$ cat src/rtl/dmx_frame_sequencer.sv
// DMX512 frame scheduler: break, mark-after-break, start code, then slot bytes
// fetched from a double-banked channel RAM, repeated on a fixed frame period.
//
// state  | meaning
// IDLE   | line at mark, waiting for enable
// BREAK  | line forced low for BREAK_CYCLES
// MAB    | mark-after-break for MAB_CYCLES
// START  | start code offered to serializer
// FETCH  | RAM read strobe for current slot
// LOAD   | RAM data captured into tx_data
// SEND   | slot byte offered to serializer
// HOLD   | pad out the remainder of the frame period
module dmx_frame_sequencer #(
  parameter int BREAK_CYCLES = 25,
  parameter int MAB_CYCLES   = 3,
  parameter int FRAME_CYCLES = 82500,
  parameter int NUM_CHANNELS = 512
) (
  input  logic       dmxclk,
  input  logic       rst_n,
  input  logic       enable,
  input  logic [7:0] start_code,
  input  logic       commit,
  output logic       commit_ack,
  output logic       bank_sel,
  output logic       mem_rd,
  output logic [8:0] mem_addr,
  input  logic [7:0] mem_data,
  output logic [7:0] tx_data,
  output logic       tx_valid,
  input  logic       tx_ready,
  output logic       line_break,
  output logic       frame_done,
  output logic       busy
);

  typedef enum logic [2:0] {
    S_IDLE, S_BREAK, S_MAB, S_START, S_FETCH, S_LOAD, S_SEND, S_HOLD
  } state_t;

  localparam logic [16:0] FRAME_LAST = 17'(FRAME_CYCLES - 1);
  localparam logic [8:0]  SLOT_LAST  = 9'(NUM_CHANNELS - 1);
  localparam logic [15:0] BREAK_LOAD = 16'(BREAK_CYCLES - 1);
  localparam logic [15:0] MAB_LOAD   = 16'(MAB_CYCLES - 1);

  state_t      state;
  logic [16:0] frame_cnt;
  logic [15:0] timer;
  logic [8:0]  slot;
  logic [7:0]  sc_latch;
  logic        pending;
  logic        break_entry;

  // enable is only looked at on frame boundaries
  always_comb begin
    break_entry = 1'b0;
    if (state == S_IDLE && enable)
      break_entry = 1'b1;
    else if (state == S_HOLD && frame_cnt == FRAME_LAST && enable)
      break_entry = 1'b1;
  end

  always_ff @(posedge dmxclk or negedge rst_n) begin
    if (!rst_n) begin
      state      <= S_IDLE;
      frame_cnt  <= '0;
      timer      <= '0;
      slot       <= '0;
      sc_latch   <= '0;
      pending    <= 1'b0;
      commit_ack <= 1'b0;
      bank_sel   <= 1'b0;
      mem_rd     <= 1'b0;
      mem_addr   <= '0;
      tx_data    <= '0;
      tx_valid   <= 1'b0;
      line_break <= 1'b0;
      frame_done <= 1'b0;
      busy       <= 1'b0;
    end else begin
      commit_ack <= 1'b0;
      frame_done <= 1'b0;

      // saturating counter lets an overrun frame leave HOLD immediately
      if (break_entry)
        frame_cnt <= '0;
      else if (state != S_IDLE && frame_cnt != FRAME_LAST)
        frame_cnt <= frame_cnt + 17'd1;

      if (break_entry) begin
        sc_latch   <= start_code;
        timer      <= BREAK_LOAD;
        line_break <= 1'b1;
        busy       <= 1'b1;
        state      <= S_BREAK;
        if (pending) begin
          bank_sel   <= ~bank_sel;
          commit_ack <= 1'b1;
        end
        // a commit landing on the swap edge waits for the following frame
        pending <= commit;
      end else begin
        if (commit)
          pending <= 1'b1;
        case (state)
          S_IDLE: state <= S_IDLE;
          S_BREAK: begin
            if (timer == 16'd0) begin
              line_break <= 1'b0;
              timer      <= MAB_LOAD;
              state      <= S_MAB;
            end else begin
              timer <= timer - 16'd1;
            end
          end
          S_MAB: begin
            if (timer == 16'd0) begin
              tx_data  <= sc_latch;
              tx_valid <= 1'b1;
              state    <= S_START;
            end else begin
              timer <= timer - 16'd1;
            end
          end
          S_START: begin
            if (tx_ready) begin
              tx_valid <= 1'b0;
              slot     <= '0;
              mem_rd   <= 1'b1;
              mem_addr <= '0;
              state    <= S_FETCH;
            end
          end
          S_FETCH: begin
            mem_rd <= 1'b0;
            state  <= S_LOAD;
          end
          S_LOAD: begin
            tx_data  <= mem_data;
            tx_valid <= 1'b1;
            state    <= S_SEND;
          end
          S_SEND: begin
            if (tx_ready) begin
              tx_valid <= 1'b0;
              if (slot == SLOT_LAST) begin
                frame_done <= 1'b1;
                state      <= S_HOLD;
              end else begin
                slot     <= slot + 9'd1;
                mem_rd   <= 1'b1;
                mem_addr <= slot + 9'd1;
                state    <= S_FETCH;
              end
            end
          end
          S_HOLD: begin
            if (frame_cnt == FRAME_LAST) begin
              busy  <= 1'b0;
              state <= S_IDLE;
            end
          end
          default: state <= S_IDLE;
        endcase
      end
    end
  end

endmodule

$ cat config.mk
export PLATFORM = sky130hd
export DESIGN_NAME = dmx_frame_sequencer
export DESIGN_NICKNAME = d
export VERILOG_FILES = /design/src/rtl/dmx_frame_sequencer.sv
export SDC_FILE = /design/constraint.sdc
export NUM_CORES = 1
export LEC_CHECK = 0
export CELL_PAD_IN_SITES_DETAIL_PLACEMENT = 0
export CELL_PAD_IN_SITES_GLOBAL_PLACEMENT = 2
export CORE_UTILIZATION = 30
export DETAILED_ROUTE_END_ITERATION = 8
export PLACE_DENSITY_LB_ADDON = 0.1
export SETUP_SLACK_MARGIN = 0.4
export SKIP_CTS_REPAIR_TIMING = 1
export SLEW_MARGIN = 15
export SYNTH_ARGS = -nofsm -noshare
export SYNTH_HDL_FRONTEND = slang
export SYNTH_SLANG_ARGS = --single-unit
$ cat constraint.sdc
create_clock -name dmxclk -period 4.7 [get_ports dmxclk]
set_clock_uncertainty 0.15 [all_clocks]
set_input_delay 1.175 -clock dmxclk [delete_from_list [all_inputs] [get_ports dmxclk]]
set_output_delay 1.175 -clock dmxclk [all_outputs]
set_load 0.05 [all_outputs]
# Word-level counts from Yosys, hierarchy flattened
# Index checks and enable logic that the tools add are counted.
# word_totals
regBits,69
input_bits,21
out_inout_bits,24
elab_cells,111
# op_classes
add_sub_neg,3
eq_ne,21
muxes,43
bitwise_logic,2
reduce_logical,28
# ops
cell,n
two-way mux 16 bit,3
two-way mux 17 bit,2
one-hot mux 16 bit (2 select lines),1
two-way mux 9 bit,3
one-hot mux 3 bit (8 select lines),1
two-way mux 1 bit,21
two-way mux 3 bit,6
one-hot mux 9 bit (2 select lines),1
adder 17 x 1 -> 17 bit (second input constant),1
== test 17 bit (second input constant),1
inequality test 17 bit (second input constant),1
logical NOT 16 bit,1
one-hot mux 8 bit (2 select lines),1
nonzero test 2 bit,8
subtractor 16 x 1 -> 16 bit (second input constant),1
inequality test 3 bit (second input constant),5
AND reduction 5 bit,3
== test 3 bit (second input constant),4
nonzero test 3 bit,4
adder 9 x 1 -> 9 bit (second input constant),1
== test 9 bit (second input constant),1
two-way mux 8 bit,1
inequality test 2 bit (second input constant),4
AND reduction 2 bit,4
other kinds (12),18

# Logic depth before layout (Yosys ltp)
# logic_depth
word_depth,7
depth_mapped,11
ltp_nobuf,11

# Least setup slack after synthesis
# Ideal clock, no wire load.
# synth_path
path_type,reg-to-reg
start,register slot[0]
end,register slot[3]
setup_ns,0.096
t_arrival_ns,2.799
setup_slack_ns,1.655
path_stages_with_launch,11
n_path_buf,0
period_less_slack_ns,3.045
cell_sequence,dfrtp_1 ha_1 and3_1 and3_1 and3_1 ha_1 or3b_2 o21ai_0 nand3_1 or2_2 o31ai_1
# synth_via
elab_chain_len,4
# synth_rtl
element,line_no,source
from (decl),49,logic [8:0] slot;
from (signal assigned),150,slot <= slot + 9'd1;
adder 9 x 1 -> 9 bit,150,
two-way mux 9 bit,146,if (slot == SLOT_LAST) begin
two-way mux 9 bit,144,if (tx_ready) begin
one-hot mux 9 bit (2 select lines),105,case (state)
# Parallel ways exist; a longest one is shown, timed or not. The select of a mux whose other input is x is not followed.
# A chain may end at the register's enable or synchronous reset.

# Final worst setup path
# Ends and elaborated chain as after synthesis.

==> results.sh <==
export IMPL_synth_edf_count=0
export IMPL_p_leak_nw=1.814
export IMPL_outcome="finished, violations left"
export IMPL_avgRoutedWirePerCell_um=15.30
export IMPL_htreeDepth=3
export IMPL_switchingPower_uw=811.1
export IMPL_die_y_um=111.4
export IMPL_worst_pin_slew_ns=1.089
export IMPL_whs_path_depth=2
export IMPL_finalPower_mw=2.234
export IMPL_worst_ep_required_time_ns=4.79
export IMPL_yosys_area_top_type="dfrtp_1"
export IMPL_detail_route_vias_per_cell=5.104
export IMPL_grt_pass1_wl_um=15330
export IMPL_seq_area_frac_synth=0.4805
export IMPL_p_per_area_mw_per_mm2=501.4
export IMPL_syn_to_final_growth_pct=23.99
export IMPL_worst_path_most_repeated_cell="and3_1"
export IMPL_crit_slowest_cell="or2_2"
export IMPL_ys_flop_type="dfrtp_1"
export IMPL_chipWidth_um=111.4
export IMPL_ys_types=49
export IMPL_clk_insertion_delay_late_ns=0.34
export IMPL_yosysMostFrequentCell="dfrtp_1"
export IMPL_clk_pin_slew_worst_paths_ns=0.06
export IMPL_rsz0062_at_grt="false"
export IMPL_gp_congestion=0.7355
export IMPL_worstPathArrival_ns=3.41
export IMPL_drc=1
export IMPL_port_buffers=44
export IMPL_setup_violations=0
export IMPL_antenna_found_initial=0
export IMPL_switching_share=0.3630
export IMPL_synthTopCellsByArea="dfrtp_1 48%, nand2_1 5.3%, nor2_1 5.0%, o21ai_0 4.7%, xor2_1 3.4%"
export IMPL_synth_commonest_cells="69 x dfrtp_1, 51 x nand2_1, 48 x nor2_1"
export IMPL_power_frac_seq=0.381
export IMPL_grt_ovfl_total=0
export IMPL_core_rowCount=39
export IMPL_grt_pass1_vias=2973
export IMPL_synthArstFlopShare=1.000
export IMPL_r2r_cells=10
export IMPL_seqCellArea_mm2=0.001727
export IMPL_hold_class="flip-flop to flip-flop"
export IMPL_slew_limit_headroom=0.2701
export IMPL_timing_final_crit_share=0.7055
export IMPL_slew_violations=0
export IMPL_dieArea_mm2=0.01242
export IMPL_max_freq_mhz=301.6
export IMPL_final_nets=453
export IMPL_track_usage=0.1567
export IMPL_hpwl_um=5842
export IMPL_drtIter0Drc=180
export IMPL_fin_tns_setup_ns=0
export IMPL_clock_power_share=0.332
export IMPL_ant_nets=0
export IMPL_syn_area_mm2=0.003593
export IMPL_via_count=2935
export IMPL_crit_type="flip-flop to flip-flop"
export IMPL_diodes=0
export IMPL_multiInputGateArea_mm2=0.001742
export IMPL_cts_sinks=69
export IMPL_final_hold_violation_count=0
export IMPL_power_frac_comb=0.287
export IMPL_netlist_area_leader_share=0.4805
export IMPL_synth_cells=389
export IMPL_vdd_drop_max_v=0.0002715
export IMPL_violations="design-rule violations"
export IMPL_filler_cell_count=1172
export IMPL_first_pass_iters=6
export IMPL_start_util=0.3107
export IMPL_post_route_min_period_ns=3.316
export IMPL_io_pin_count=45
export IMPL_cts_tree="done"
export IMPL_end_kind="flip-flop"
export IMPL_yosysWarnings=0
export IMPL_syn_area_per_cell_um2=9.238
export IMPL_slowest_delay_ns=0.46
export IMPL_tritoncts_num_buffers=9
export IMPL_drive_gt1_frac=0.07176
export IMPL_syn_nets=415
export IMPL_grt_max_degree=70
export IMPL_clock_root_buffer="clkbuf_16"
export IMPL_clock_path_buffers=2
export IMPL_maxCapViolations=0
export IMPL_start_kind="flip-flop"
export IMPL_p_int_mw=1.423
export IMPL_worst_path_max_fanout=13
export IMPL_worstPathCellList="ha_1 -> and3_1 -> and3_1 -> and3_1 -> ha_1 -> or3b_2 -> o21ai_0 -> nand3_1 -> or2_2 -> o31ai_1"
export IMPL_totalWireLength_um=8799
export IMPL_ys_ff_latch=69
export IMPL_core_area_mm2=0.01156
per-layer routing:
metal  routed length [um]  share of wire  track usage  vias up
li1                     -              -            -     1447
met1                 4251           0.48       0.2037     1444
met2                 4215           0.48       0.2542       34
met3                  238          0.027      0.03811       10
met4                   94          0.011      0.05495        0
met5                    0              0            0        -
worst max-delay path: cells and delay by family (launching register included):
family | cells | cell delay [ns]
AOI/OAI and AO/OA | 2 | 0.31
adders and majority gates | 2 | 0.46
DFF | 1 | 0.43
and+or+nand+nor | 6 | 1.86
path summary, 6_finish.rpt:
check	startpoint	endpoint	slack, ns
max	slot[0]$_DFFE_PN0P_	slot[3]$_DFFE_PN0P_	1.38
min	sc_latch[2]$_DFFE_PN0N_	sc_latch[2]$_DFFE_PN0N_	0.32
max reg2reg	slot[0]$_DFFE_PN0P_	slot[3]$_DFFE_PN0P_	1.38
min reg2reg	sc_latch[2]$_DFFE_PN0N_	sc_latch[2]$_DFFE_PN0N_	0.32
max in group asynchronous	rst_n	frame_cnt[15]$_DFFE_PN0P_	2.96
min in group asynchronous	rst_n	timer[14]$_DFFE_PN0P_	0.81
registers in the layout, summed over array words and instances, names as in the netlist, 3 cells and up:
signal	flops
timer	16
sc_latch	8
frame_cnt	17
tx_data	8
state	3
slot	9
power by group through the flow:
stage	sequential (mW)	clock, mW	combinational, mW
after global routing	0.879	0.790	0.704
after global placement	0.862	0	0.646
after floorplan	0.987	0	0.321
after CTS	0.852	0.765	0.650
after detailed placement	0.862	0	0.649
final	0.852	0.741	0.641
layout make-up:
| cell class | instances | area share |
|---|---|---|
| Clock buffer | 10 | 0.05364 |
| Clock inverter | 6 | 0.01938 |
| Inverter | 10 | 0.008425 |
| Multi-Input combinational cell | 292 | 0.3909 |
| Sequential cell | 69 | 0.3875 |
| Tap cell | 143 | 0.04016 |
| Timing Repair Buffer | 45 | 0.09997 |
cells in the final DEF, fill, tap and decap left out, types with 3 or more instances in the layout:
cell / instances
a21oi_1: 23
a31oi_1: 4
and3_1: 5
and4_1: 3
clkbuf_16: 9
clkdlybuf4s50_1: 43
dfrtp_1: 69
ha_1: 5
inv_1: 10
mux2i_1: 10
nand2_1: 51
nand2b_1: 3
nand3_1: 15
nand4_1: 7
nor2_1: 48
nor2b_1: 3
nor3_1: 12
nor4_1: 7
nor4b_4: 3
o21ai_0: 34
o31ai_1: 5
or3_1: 7
xnor2_1: 5
xor2_1: 14
metrics by stage:
step | hold slack [ns] | setup WS, ns | std cells | utilization | instance area, um2
after floorplan | 0.2908 | 1.655 | 389 | - | 3593
after global placement | 0.3143 | 1.421 | 559 | 0.3571 | 4130
after detailed placement | 0.3124 | 1.397 | 559 | 0.3571 | 4130
after CTS | 0.3271 | 1.361 | 575 | 0.3853 | 4456
after global routing | 0.3286 | 1.148 | 575 | 0.3853 | 4456
final | 0.3245 | 1.384 | 575 | 0.3853 | 4456
logic make-up (layout without fill, tap and decap cells):
family | count (synthesis) | in the layout | synth area share
AOI/OAI and AO/OA | 81 | 81 | 0.1330
xor gates and xnor gates | 19 | 19 | 0.04631
adders and majority gates | 5 | 5 | 0.01741
buffers and inverters | 28 | 71 | 0.03795
DFF | 69 | 69 | 0.4805
muxes | 10 | 10 | 0.02786
and+or+nand+nor | 177 | 177 | 0.2570
(Power assumes the default switching activity.)
